### config.mk
export PLATFORM = sky130hd
export DESIGN_NAME = cam_capture_flat
export DESIGN_NICKNAME = d
export VERILOG_FILES = /design/src/rtl/cam_capture_if.sv /design/src/rtl/cam_capture.sv /design/src/flat_wrapper.sv
export SDC_FILE = /design/constraint.sdc
export NUM_CORES = 1
export LEC_CHECK = 0
export CAP_MARGIN = 20
export CORE_ASPECT_RATIO = 0.9
export CORE_UTILIZATION = 55
export DETAILED_ROUTE_END_ITERATION = 10
export PLACE_DENSITY_LB_ADDON = 0.3
export SYNTH_ARGS = -nofsm -noshare
export SYNTH_HDL_FRONTEND = slang
export SYNTH_SLANG_ARGS = --single-unit
### constraint.sdc
create_clock -name CLK100MHZ -period 3.51 [get_ports CLK100MHZ]
set_clock_uncertainty 0.1 [all_clocks]
set_input_delay 0.5265 -clock CLK100MHZ [delete_from_list [all_inputs] [get_ports CLK100MHZ]]
set_output_delay 0.5265 -clock CLK100MHZ [all_outputs]
set_load 0.005 [all_outputs]
### src/rtl/cam_capture_if.sv
// Frame-buffer write bus produced by the camera capture front end.
interface cam_capture_if #(
    parameter int ADDR_W = 17
);
    logic [ADDR_W-1:0] waddr;
    logic [11:0]       wdata;
    logic              wen;

    modport master (output waddr, wdata, wen);
    modport slave  (input  waddr, wdata, wen);
endinterface

### src/rtl/cam_capture.sv
// OV7670 RGB444 capture: oversamples the camera pins in the CLK100MHZ domain and
// emits 12-bit pixels with linear frame-buffer write addresses.
module cam_capture #(
    parameter int H_ACTIVE = 320,
    parameter int V_ACTIVE = 240,
    parameter int ADDR_W   = 17
) (
    input  logic       CLK100MHZ,
    input  logic       rst_n,
    input  logic       capture_en,
    input  logic       pclk_cam,
    input  logic       vsync_cam,
    input  logic       href_cam,
    input  logic [7:0] wdata_cam,
    cam_capture_if.master wr,
    output logic       frame_done,
    output logic       line_err,
    output logic       frame_err
);
    localparam int X_W = $clog2(H_ACTIVE + 2);
    localparam int Y_W = $clog2(V_ACTIVE + 2);
    localparam logic [X_W-1:0] X_LIM = X_W'(H_ACTIVE);
    localparam logic [X_W-1:0] X_SAT = X_W'(H_ACTIVE + 1);
    localparam logic [Y_W-1:0] Y_LIM = Y_W'(V_ACTIVE);
    localparam logic [Y_W-1:0] Y_SAT = Y_W'(V_ACTIVE + 1);

    typedef enum logic [1:0] {SYNC_WAIT, FRAME_WAIT, CAPTURE} state_t;

    // [0],[1] are the synchroniser, [2] is the edge-detect history
    logic [2:0] pclk_sr, vsync_sr, href_sr;
    logic [7:0] data_s1, data_s2;

    always_ff @(posedge CLK100MHZ or negedge rst_n) begin
        if (!rst_n) begin
            pclk_sr  <= '0;
            vsync_sr <= '0;
            href_sr  <= '0;
            data_s1  <= '0;
            data_s2  <= '0;
        end else begin
            pclk_sr  <= {pclk_sr[1:0], pclk_cam};
            vsync_sr <= {vsync_sr[1:0], vsync_cam};
            href_sr  <= {href_sr[1:0], href_cam};
            data_s1  <= wdata_cam;
            data_s2  <= data_s1;
        end
    end

    logic pclk_rise, href_fall, vsync_rise, vsync_fall, href_s, vsync_s;
    assign href_s     = href_sr[1];
    assign vsync_s    = vsync_sr[1];
    assign pclk_rise  = pclk_sr[1] & ~pclk_sr[2];
    assign href_fall  = ~href_sr[1] & href_sr[2];
    assign vsync_rise = vsync_sr[1] & ~vsync_sr[2];
    assign vsync_fall = ~vsync_sr[1] & vsync_sr[2];

    state_t            state;
    logic [X_W-1:0]    x;
    logic [Y_W-1:0]    y;
    logic [ADDR_W-1:0] addr;
    logic              phase;
    logic [3:0]        red;

    logic [X_W-1:0] x_inc;
    logic [Y_W-1:0] y_line;
    logic           pixel_ok;

    assign x_inc    = (x < X_SAT) ? x + 1'b1 : x;
    assign pixel_ok = (x < X_LIM) && (y < Y_LIM);
    // y after counting the line that href_fall closes; also what vsync_rise judges
    assign y_line   = ((x != '0) && (y < Y_SAT)) ? y + 1'b1 : y;

    always_ff @(posedge CLK100MHZ or negedge rst_n) begin
        if (!rst_n) begin
            state      <= SYNC_WAIT;
            x          <= '0;
            y          <= '0;
            addr       <= '0;
            phase      <= 1'b0;
            red        <= '0;
            wr.waddr   <= '0;
            wr.wdata   <= '0;
            wr.wen     <= 1'b0;
            frame_done <= 1'b0;
            line_err   <= 1'b0;
            frame_err  <= 1'b0;
        end else begin
            wr.wen     <= 1'b0;
            frame_done <= 1'b0;
            case (state)
                SYNC_WAIT: begin
                    if (vsync_s)
                        state <= FRAME_WAIT;
                end
                FRAME_WAIT: begin
                    if (vsync_fall && capture_en) begin
                        x     <= '0;
                        y     <= '0;
                        addr  <= '0;
                        phase <= 1'b0;
                        state <= CAPTURE;
                    end
                end
                CAPTURE: begin
                    if (pclk_rise && href_s) begin
                        if (!phase) begin
                            red   <= data_s2[3:0];
                            phase <= 1'b1;
                        end else begin
                            if (pixel_ok) begin
                                wr.wdata <= {red, data_s2};
                                wr.waddr <= addr;
                                wr.wen   <= 1'b1;
                                addr     <= addr + 1'b1;
                            end
                            if (x >= X_LIM)
                                line_err <= 1'b1;
                            x     <= x_inc;
                            phase <= 1'b0;
                        end
                    end
                    // later assignments override the pixel path in the same cycle
                    if (href_fall) begin
                        if (phase)
                            line_err <= 1'b1;
                        y     <= y_line;
                        x     <= '0;
                        phase <= 1'b0;
                    end
                    if (vsync_rise) begin
                        frame_done <= 1'b1;
                        if (y_line != Y_LIM)
                            frame_err <= 1'b1;
                        state <= FRAME_WAIT;
                    end
                end
                default: state <= SYNC_WAIT;
            endcase
        end
    end
endmodule
### src/flat_wrapper.sv
// flat-port wrapper written by rule: the top's interface ports become plain ports
module cam_capture_flat 
#(
    parameter int H_ACTIVE = 320,
    parameter int V_ACTIVE = 240,
    parameter int ADDR_W   = 17
)
  (CLK100MHZ, rst_n, capture_en, pclk_cam, vsync_cam, href_cam, wdata_cam, frame_done, line_err, frame_err, wr_waddr, wr_wdata, wr_wen);
  cam_capture_if #(.ADDR_W(ADDR_W)) wr_i ();
  input  logic CLK100MHZ;
  input  logic rst_n;
  input  logic capture_en;
  input  logic pclk_cam;
  input  logic vsync_cam;
  input  logic href_cam;
  input  logic [7:0] wdata_cam;
  output logic frame_done;
  output logic line_err;
  output logic frame_err;
  output wire logic [$bits(wr_i.waddr)-1:0] wr_waddr;
  output wire logic [$bits(wr_i.wdata)-1:0] wr_wdata;
  output wire logic [$bits(wr_i.wen)-1:0] wr_wen;
  assign wr_waddr = wr_i.waddr;
  assign wr_wdata = wr_i.wdata;
  assign wr_wen = wr_i.wen;
  cam_capture #(.H_ACTIVE(H_ACTIVE), .V_ACTIVE(V_ACTIVE), .ADDR_W(ADDR_W)) u_core (.CLK100MHZ(CLK100MHZ), .rst_n(rst_n), .capture_en(capture_en), .pclk_cam(pclk_cam), .vsync_cam(vsync_cam), .href_cam(href_cam), .wdata_cam(wdata_cam), .wr(wr_i), .frame_done(frame_done), .line_err(line_err), .frame_err(frame_err));
endmodule
## Yosys cells after proc, flatten, opt, wreduce, memory -nomap -nowiden

Cells that the tools add are included.

- Flip-flop bits (word level): 99
- Input port bits: 14
- Output and inout bits: 33
- Logic and storage cells: 97

- Add/sub/neg operators: 3
- Magnitude comparators: 5
- Equality and inequality tests: 13
- Mux-type cells: 35
- Bitwise operators: 9
- Reduce and logical (&&, ||, !) cells: 15

Operator list:

| kind | number |
|---|---|
| 2-to-1 mux 17 bit | 4 |
| 2-to-1 mux 9 bit | 5 |
| one-hot mux 17 bit (2 select lines) | 1 |
| 2-to-1 mux 8 bit | 3 |
| < comparator 9 bit (second input constant) | 2 |
| one-hot mux 9 bit (2 select lines) | 1 |
| adder 17 x 1 -> 17 bit (second input constant) | 1 |
| < comparator 8 bit (second input constant) | 2 |
| one-hot mux 8 bit (2 select lines) | 1 |
| 2-to-1 mux 1 bit | 15 |
| AND reduction 3 bit | 5 |
| inequality test 2 x 1 -> 1 bit (second input constant) | 7 |
| AND reduction 5 bit | 2 |
| adder 9 x 1 -> 9 bit (second input constant) | 1 |
| greater-or-equal comparator 9 bit (second input constant) | 1 |
| inequality test 3 x 1 -> 1 bit (second input constant) | 3 |
| nonzero test 9 bit | 1 |
| adder 8 x 1 -> 8 bit (second input constant) | 1 |
| inequality test 8 bit (second input constant) | 1 |
| 2-to-1 mux 2 bit | 3 |
| one-hot mux 2 bit (3 select lines) | 1 |
| NOT 1 bit | 5 |
| bitwise AND 1 bit | 4 |
| logical AND 1 bit | 4 |
| 6 further kinds | 6 |

## Logic depth before layout (Yosys ltp)

Gate-level depths: netlist (run 1).

- Word-level depth: 6
- Depth in mapped cells: 9
- Mapped depth without buffers: 8

## Worst setup path before layout (run 1)

OpenSTA, ideal clock, no wires.

- Path kind: flip-flop to flip-flop
- Start point: register u_core.x[3]
- End point: register u_core.x[7]
- Setup time: 0.132 ns
- Arrival time: 1.913 ns
- Path slack: 1.365 ns
- Cell stages (with the launch flop): 7
- Path buffers: 0
- Clock period less this slack: 2.145 ns
- Cells stage by stage: dfrtp_1 -> or4_4 -> o41ai_4 -> a31oi_4 -> nor4_4 -> xnor2_1 -> nor2_1

- Cells in the longest elaborated chain, start to end: 6

RTL lines:

| element | RTL line | source |
|---|---|---|
| from (decl) | cam_capture.sv:58 | `logic [X_W-1:0] x;` |
| from (signal assigned) | cam_capture.sv:118 | `x <= x_inc;` |
| adder 9 x 1 -> 9 bit | cam_capture.sv:68 | `assign x_inc = (x < X_SAT) ? x + 1'b1 : x;` |
| 2-to-1 mux 9 bit | cam_capture.sv:68 |  |
| 2-to-1 mux 9 bit | cam_capture.sv:106 | `if (!phase) begin` |
| 2-to-1 mux 9 bit | cam_capture.sv:105 | `if (pclk_rise && href_s) begin` |
| 2-to-1 mux 9 bit | cam_capture.sv:123 | `if (href_fall) begin` |
| one-hot mux 9 bit (2 select lines) | cam_capture.sv:90 | `case (state)` |

Several ways; a longest one is shown, not always the timed one. The select of a mux whose other input is x is not followed.
A chain may end at the register's enable or synchronous reset.

## Worst setup path after layout (run 1)

- Start point: register u_core.state[0]
- End point: register u_core.wr.wdata[1]

- Cells in the longest elaborated chain, start to end: 2

RTL lines:

| element | RTL line | source |
|---|---|---|
| from (decl) | cam_capture.sv:57 | `state_t state;` |
| from (signal assigned) | cam_capture.sv:75 | `state <= SYNC_WAIT;` |
| from (signal assigned) | cam_capture.sv:93 | `state <= FRAME_WAIT;` |
| from (signal assigned) | cam_capture.sv:101 | `state <= CAPTURE;` |
| == test 2 bit | cam_capture.sv:90 |  |
| AND reduction 4 bit (no source line) | -- |  |
| to (signal assigned) | cam_capture.sv:111 | `wr.wdata <= {red, data_s2};` |
| to (decl) | cam_capture_if.sv:9 | `modport master (output waddr, wdata, wen);` |

Every way passes these cells.

==> results.py, run 1 <==
metrics = {
    "flow_run": {
        "drv_cap": 0,
    },
    "placed_design": {
        "dp_hpwl_um": 5650,
        "port-buffer-count": 46,
        "place_ws_ns": 0.780,
        "routabilityCongestion": 0.852,
    },
    "worst_setup_path": {
        "crit_cells": 8,
        "cp.required_ns": 3.71,
        "path_class": "flop to flop",
        "worstReg2RegEnd": "u_core.wr.wdata[1]",
        "timing.rr.start": "u_core.state[0]",
        "r2r_setup_slack_ns": 0.75,
        "critPathMaxFanout": 33,
        "crit_family": "buffers and inverters",
        "timing.critical_path.buf_inv": 4,
        "cp.arrival_ns": 2.96,
        "rr_worst_depth": 8,
        "cp-endpoint": "u_core.wr.wdata[1]",
        "startpoint": "u_core.state[0]",
        "crit_path_max_incr_delay_ns": 0.61,
        "crit_chain": "inv_1 > ha_1 > inv_1 > or2_2 > clkinv_1 > buf_4 > nand2_1 > nand2_1",
        "end_kind": "flop",
        "crit_slowest_cell": "or2_2",
        "critPathLaunchType": "flop",
    },
    "die": {
        "die_w_um": 94.5,
        "io_pins": 47,
        "dieArea_um2": 8050,
        "rows": 29,
        "start_util_pct": 58.3,
        "die_y_um": 85.2,
        "core_um2": 7260,
    },
    "routing": {
        "via_count": 3129,
        "route.detailed.drc": 0,
        "ant_nets": 0,
        "first_pass_iters": 4,
        "avgRoutedWirePerCell_um": 14.7,
        "drt_wl_total_um": 8170,
        "drt_iter0_drc": 197,
        "vias_per_cell": 5.63,
    },
    "synth": {
        "synth_area_leader_cell": "dfrtp_1",
        "syn_avg_cell_area_um2": 10.4,
        "synth_top_area_share_pct": 58.5,
        "synth_flop_cell": "dfrtp_1",
        "ys_types": 49,
        "synth_area_leaders": "dfrtp_1 59%, nand2_1 9.1%, xnor2_1 3.1%, o21ai_0 2.5%, ha_1 2.4%",
        "ys.warnings.count": 0,
        "synth_edf_count": 0,
        "syn_inst": 408,
        "synth_common_cells": "103 x nand2_1, 99 x dfrtp_1, 26 x nor2_1",
        "ys_ff_latch": 99,
        "async_reset_ff_share_pct": 100,
        "yosysSeqAreaShare_pct": 58.5,
        "yosysMostFrequentCell": "nand2_1",
        "synth_area_um2": 4230,
        "syn_nets": 430,
    },
    "grt": {
        "grt_first_pass_wirelength_um": 14100,
        "overflow": 0,
        "antenna_found_initial": 0,
        "grt_max_degree": 63,
        "grt_pass1_vias": 3019,
        "gr-usage-all-layers_pct": 22.6,
    },
    "clock_tree": {
        "clock_latency_ns": 0.36,
        "postCtsHoldBufs": 0,
        "clock_path_buffers": 2,
        "htree_levels": 3,
        "post-cts-setup-buffers": 0,
        "numCtsBuffers": 9,
        "cts_tree": "built",
        "cts_resized": 0,
        "clock-root-buffer": "clkbuf_8",
        "cts.clk_slew.worst_paths_ns": 0.09,
        "cts_sinks": 99,
    },
    "sta": {
        "worst_slack_ns": 0.747,
        "fin_tns_setup_ns": 0,
        "max_freq_mhz": 362,
        "drv_slew": 0,
        "hold_viol": 0,
        "worst_pin_slew_ns": 0.794,
        "final_min_period_over_clock_period_pct": 78.7,
        "fin_crit_ns": 2.76,
        "setup_viol": 0,
        "slew_headroom_pct": 46.7,
        "rsz0062_at_grt": "false",
    },
    "worst_hold_path": {
        "holdCritPathClass": "input port to asynchronous set/reset pin",
    },
    "pwr": {
        "ir_worst_vdd_mv": 0.347,
        "powerDensity_nw_per_um2": 493,
        "p_leak_nw": 2.25,
    },
    "final_layout": {
        "fill_cells": 593,
        "insertedDiodeCount": 0,
        "final_nets": 480,
        "areaGrowthSynthToFinish_pct": 17.5,
        "drive_above_1_share_pct": 8.21,
    },
    "status": {
        "status": "completed",
    },
}
-- cell type report --
class,count,area [µm²],area share (%)
repair buffers,51,495,9.96
clock inverters,5,35.0,0.704
multi-input cells,283,1660,33.3
inverters,14,52.6,1.06
flip-flops and latches,99,2480,49.8
clock buffers,11,141,2.84
well taps,93,116,2.34
-- registers in the layout (all words and copies together), names as in the netlist --
signal	flops
u_core.addr	17
u_core.wr.waddr	17
u_core.wr.wdata	12
u_core.x	9
u_core.data_s1	8
u_core.data_s2	8
u_core.y	8
u_core.red	4
u_core.href_sr	3
u_core.pclk_sr	3
u_core.vsync_sr	3
u_core.state	2
u_core.frame_done	1
u_core.frame_err	1
u_core.line_err	1
u_core.phase	1
u_core.wr.wen	1
-- kinds of logic (layout without fill, tap and decap cells) --
family | Yosys count | count (layout) | synth area share [%]
buf+inv | 26 | 81 | 2.34
mux | 4 | 4 | 1.06
compound gates | 62 | 62 | 10.4
flops | 99 | 99 | 58.5
fa+ha+maj | 8 | 8 | 2.37
xor+xnor | 16 | 16 | 3.31
simple gates | 193 | 193 | 22.0
-- worst min path at each step --
stage | endpoint | slack (ns) | depth (start not counted)
2_1_floorplan | u_core.addr[0] | 0.13 | 0
3_3_place_gp | u_core.data_s2[3] | 0.23 | 0
5_1_grt | u_core.wr.waddr[3] | 0.19 | 1
3_5_place_dp | u_core.data_s2[4] | 0.23 | 0
6_report | u_core.wr.waddr[0] | 0.14 | 1
4_1_cts | u_core.wr.waddr[0] | 0.16 | 1
-- metrics by stage --
step | area, µm² | cells | hold WS, ns | utilization, % | power [mW]
floorplan | 4230 | 408 | 0.131 | - | 1.61
global placement | 4800 | 540 | 0.231 | 66.1 | 1.78
detailed placement | 4800 | 540 | 0.235 | 66.1 | 1.80
CTS | 4970 | 556 | 0.162 | 68.5 | 2.46
global route | 4970 | 556 | 0.195 | 68.5 | 2.58
finish | 4970 | 556 | 0.135 | 68.5 | 2.45
-- layer usage --
metal,part of all wire [%],wire (µm),global-route usage [%],vias to the layer above
met1,46,3770,32.1,1561
li1,-,-,-,1490
met3,3.7,303,4.12,9
met4,1.2,95,7.02,0
met2,49,4000,35.6,69
met5,0,0,0,-
-- placed cells by master, fill, tap and decap left out, types with 8 or more instances in the layout --
cell	count
a21oi_1	9
clkbuf_8	10
clkdlybuf4s50_1	45
dfrtp_1	99
ha_1	8
inv_1	13
nand2_1	103
nand3_1	13
nand4_1	8
nor2_1	26
nor3_1	8
o21ai_0	21
xnor2_1	15
-- power by group --
part	total, mW	switching [mW]	internal, mW
Sequential	1.25	0.0481	1.20
Clock	0.668	0.387	0.280
Combinational	0.537	0.363	0.174
-- worst reg2reg max path, stage by stage (launching register included) --
cell and delay [ns]:
dfrtp_1 0.40, inv_1 0.10, ha_1 0.54, inv_1 0.31, or2_2 0.61, clkinv_1 0.19, buf_4 0.28, nand2_1 0.11
nand2_1 0.07
Power figures use the tool's default switching activity.
==> inputs of run 2 (changes only) <==
--- a/config.mk
+++ b/config.mk
@@ -7,7 +7,7 @@
 export LEC_CHECK = 0
 export CAP_MARGIN = 20
 export CORE_ASPECT_RATIO = 0.9
-export CORE_UTILIZATION = 55
+export CORE_UTILIZATION = 50
 export DETAILED_ROUTE_END_ITERATION = 10
 export PLACE_DENSITY_LB_ADDON = 0.3
 export SYNTH_ARGS = -nofsm -noshare
==> constraint.sdc (replaced) <==
create_clock -name CLK100MHZ -period 2.5 [get_ports CLK100MHZ]
set_clock_uncertainty 0.1 [all_clocks]
set_input_delay 0.375 -clock CLK100MHZ [delete_from_list [all_inputs] [get_ports CLK100MHZ]]
set_output_delay 0.375 -clock CLK100MHZ [all_outputs]
set_load 0.005 [all_outputs]
==> results.py, run 2 (synthesized netlist as in run 1, its figures left out) <==
metrics = {
    "grt": {
        "gr-usage-all-layers_pct": 20.5,
        "overflow": 0,
        "grt_max_degree": 40,
        "antenna_found_initial": 0,
        "grt_first_pass_wirelength_um": 13900,
        "grt_pass1_vias": 2931,
    },
    "routing": {
        "vias_per_cell": 5.40,
        "first_pass_iters": 4,
        "ant_nets": 0,
        "avgRoutedWirePerCell_um": 14.2,
        "drt_iter0_drc": 144,
        "drt_wl_total_um": 8080,
        "via_count": 3065,
        "route.detailed.drc": 0,
    },
    "sta": {
        "setup_viol": 0,
        "fin_tns_setup_ns": 0,
        "worst_pin_slew_ns": 0.493,
        "hold_viol": 0,
        "worst_slack_ns": 0.244,
        "max_freq_mhz": 443,
        "fin_crit_ns": 2.26,
        "drv_slew": 0,
        "rsz0062_at_grt": "false",
        "final_min_period_over_clock_period_pct": 90.2,
        "holdWs_ns": 0.257,
        "slew_headroom_pct": 67.1,
    },
    "clock_tree": {
        "numCtsBuffers": 9,
        "cts_sinks": 99,
        "cts_tree": "built",
        "clock_latency_ns": 0.37,
        "cts.clk_slew.worst_paths_ns": 0.10,
        "clock_path_buffers": 2,
        "cts_resized": 0,
        "htree_levels": 3,
        "clock-root-buffer": "clkbuf_8",
    },
    "placed_design": {
        "dp_hpwl_um": 5510,
        "routabilityCongestion": 0.849,
        "place_ws_ns": 0.156,
        "dpl_cell_area_um2": 4850,
        "port-buffer-count": 46,
    },
    "die": {
        "core_um2": 8110,
        "die_w_um": 99.0,
        "die_y_um": 89.3,
        "start_util_pct": 52.2,
        "dieArea_um2": 8840,
        "rows": 31,
        "io_pins": 47,
    },
    "final_layout": {
        "drive_above_1_share_pct": 9.38,
        "seqCellArea_um2": 2480,
        "fill_cells": 666,
        "insertedDiodeCount": 0,
        "top_regs": "u_core.addr: 17 flops, u_core.wr.waddr: 17 flops, u_core.wr.wdata: 12 flops",
        "fin_area_um2": 5050,
        "post-route-util_pct": 62.3,
        "multi_input_comb_area_um2": 1660,
        "areaGrowthSynthToFinish_pct": 19.3,
        "layout_common_cells": "103 x nand2_1, 99 x dfrtp_1, 45 x clkdlybuf4s50_1",
        "final_nets": 486,
        "final_common_cell": "nand2_1",
    },
    "worst_setup_path": {
        "cp.arrival_ns": 2.42,
        "cp.required_ns": 2.66,
        "critPathMaxFanout": 9,
        "end_kind": "flop",
        "path_class": "flop to flop",
        "critPathLaunchType": "flop",
    },
    "pwr": {
        "powerDensity_nw_per_um2": 695,
        "ir_worst_vdd_mv": 0.407,
        "p_leak_nw": 2.28,
    },
    "status": {
        "status": "completed",
    },
    "worst_hold_path": {
        "holdCritPathClass": "flop to flop",
    },
    "flow_run": {
        "drv_cap": 0,
    },
}
-- run 2: where the power goes --
group | switching (mW) | internal, mW
Combinational | 0.509 | 0.281
Sequential | 0.0714 | 1.69
Clock | 0.585 | 0.379
-- run 2: worst max-delay path, stage by stage, from the launching register on --
cell	delay (ns)
dfrtp_1	0.45
or4_4	0.60
o41ai_4	0.27
a31oi_4	0.22
nor4_4	0.30
xnor2_1	0.15
nor2_1	0.05
-- run 2: layout make-up --
type / instances / share of cell area, %
Clock buffer: 9 / 2.45
Multi-Input combinational cell: 283 / 32.8
Timing Repair Buffer: 57 / 11.0
Tap cell: 99 / 2.45
Sequential cell: 99 / 49.1
Clock inverter: 7 / 1.19
Inverter: 14 / 1.04
-- run 2: metal layers --
layer	part of all wire, %	wire length, µm	vias up	GRT usage [%]
met4	1.5	119	0	8.01
met5	0	0	-	0
met3	3.0	239	9	4.07
li1	-	-	1501	-
met2	48	3850	56	34.5
met1	48	3870	1499	26.7
-- run 2: final timing paths --
path / endpoint / slack [ns] / cells after the start / from
setup / recovery: u_core.x[5] / 0.24 / 6 / u_core.x[3]
hold / removal: u_core.data_s2[1] / 0.26 / 0 / u_core.data_s1[1]
setup reg to reg: u_core.x[5] / 0.24 / 6 / u_core.x[3]
hold reg to reg: u_core.data_s2[1] / 0.26 / 0 / u_core.data_s1[1]
max in group asynchronous: u_core.red[2] / 1.20 / 3 / rst_n
min in group asynchronous: u_core.wr.waddr[3] / 0.41 / 2 / rst_n
-- run 2: through the flow --
| stage | total power [mW] | cells |
|---|---|---|
| floorplan | 2.26 | 408 |
| global placement | 2.54 | 551 |
| detailed placement | 2.58 | 551 |
| CTS | 3.55 | 568 |
| global route | 3.70 | 568 |
| finish | 3.51 | 568 |
-- run 2: what timing repair did --
action,in CTS,in global routing
endpoints found under the hold margin,36,0
setup buffers,0,0
hold buffers,1,0
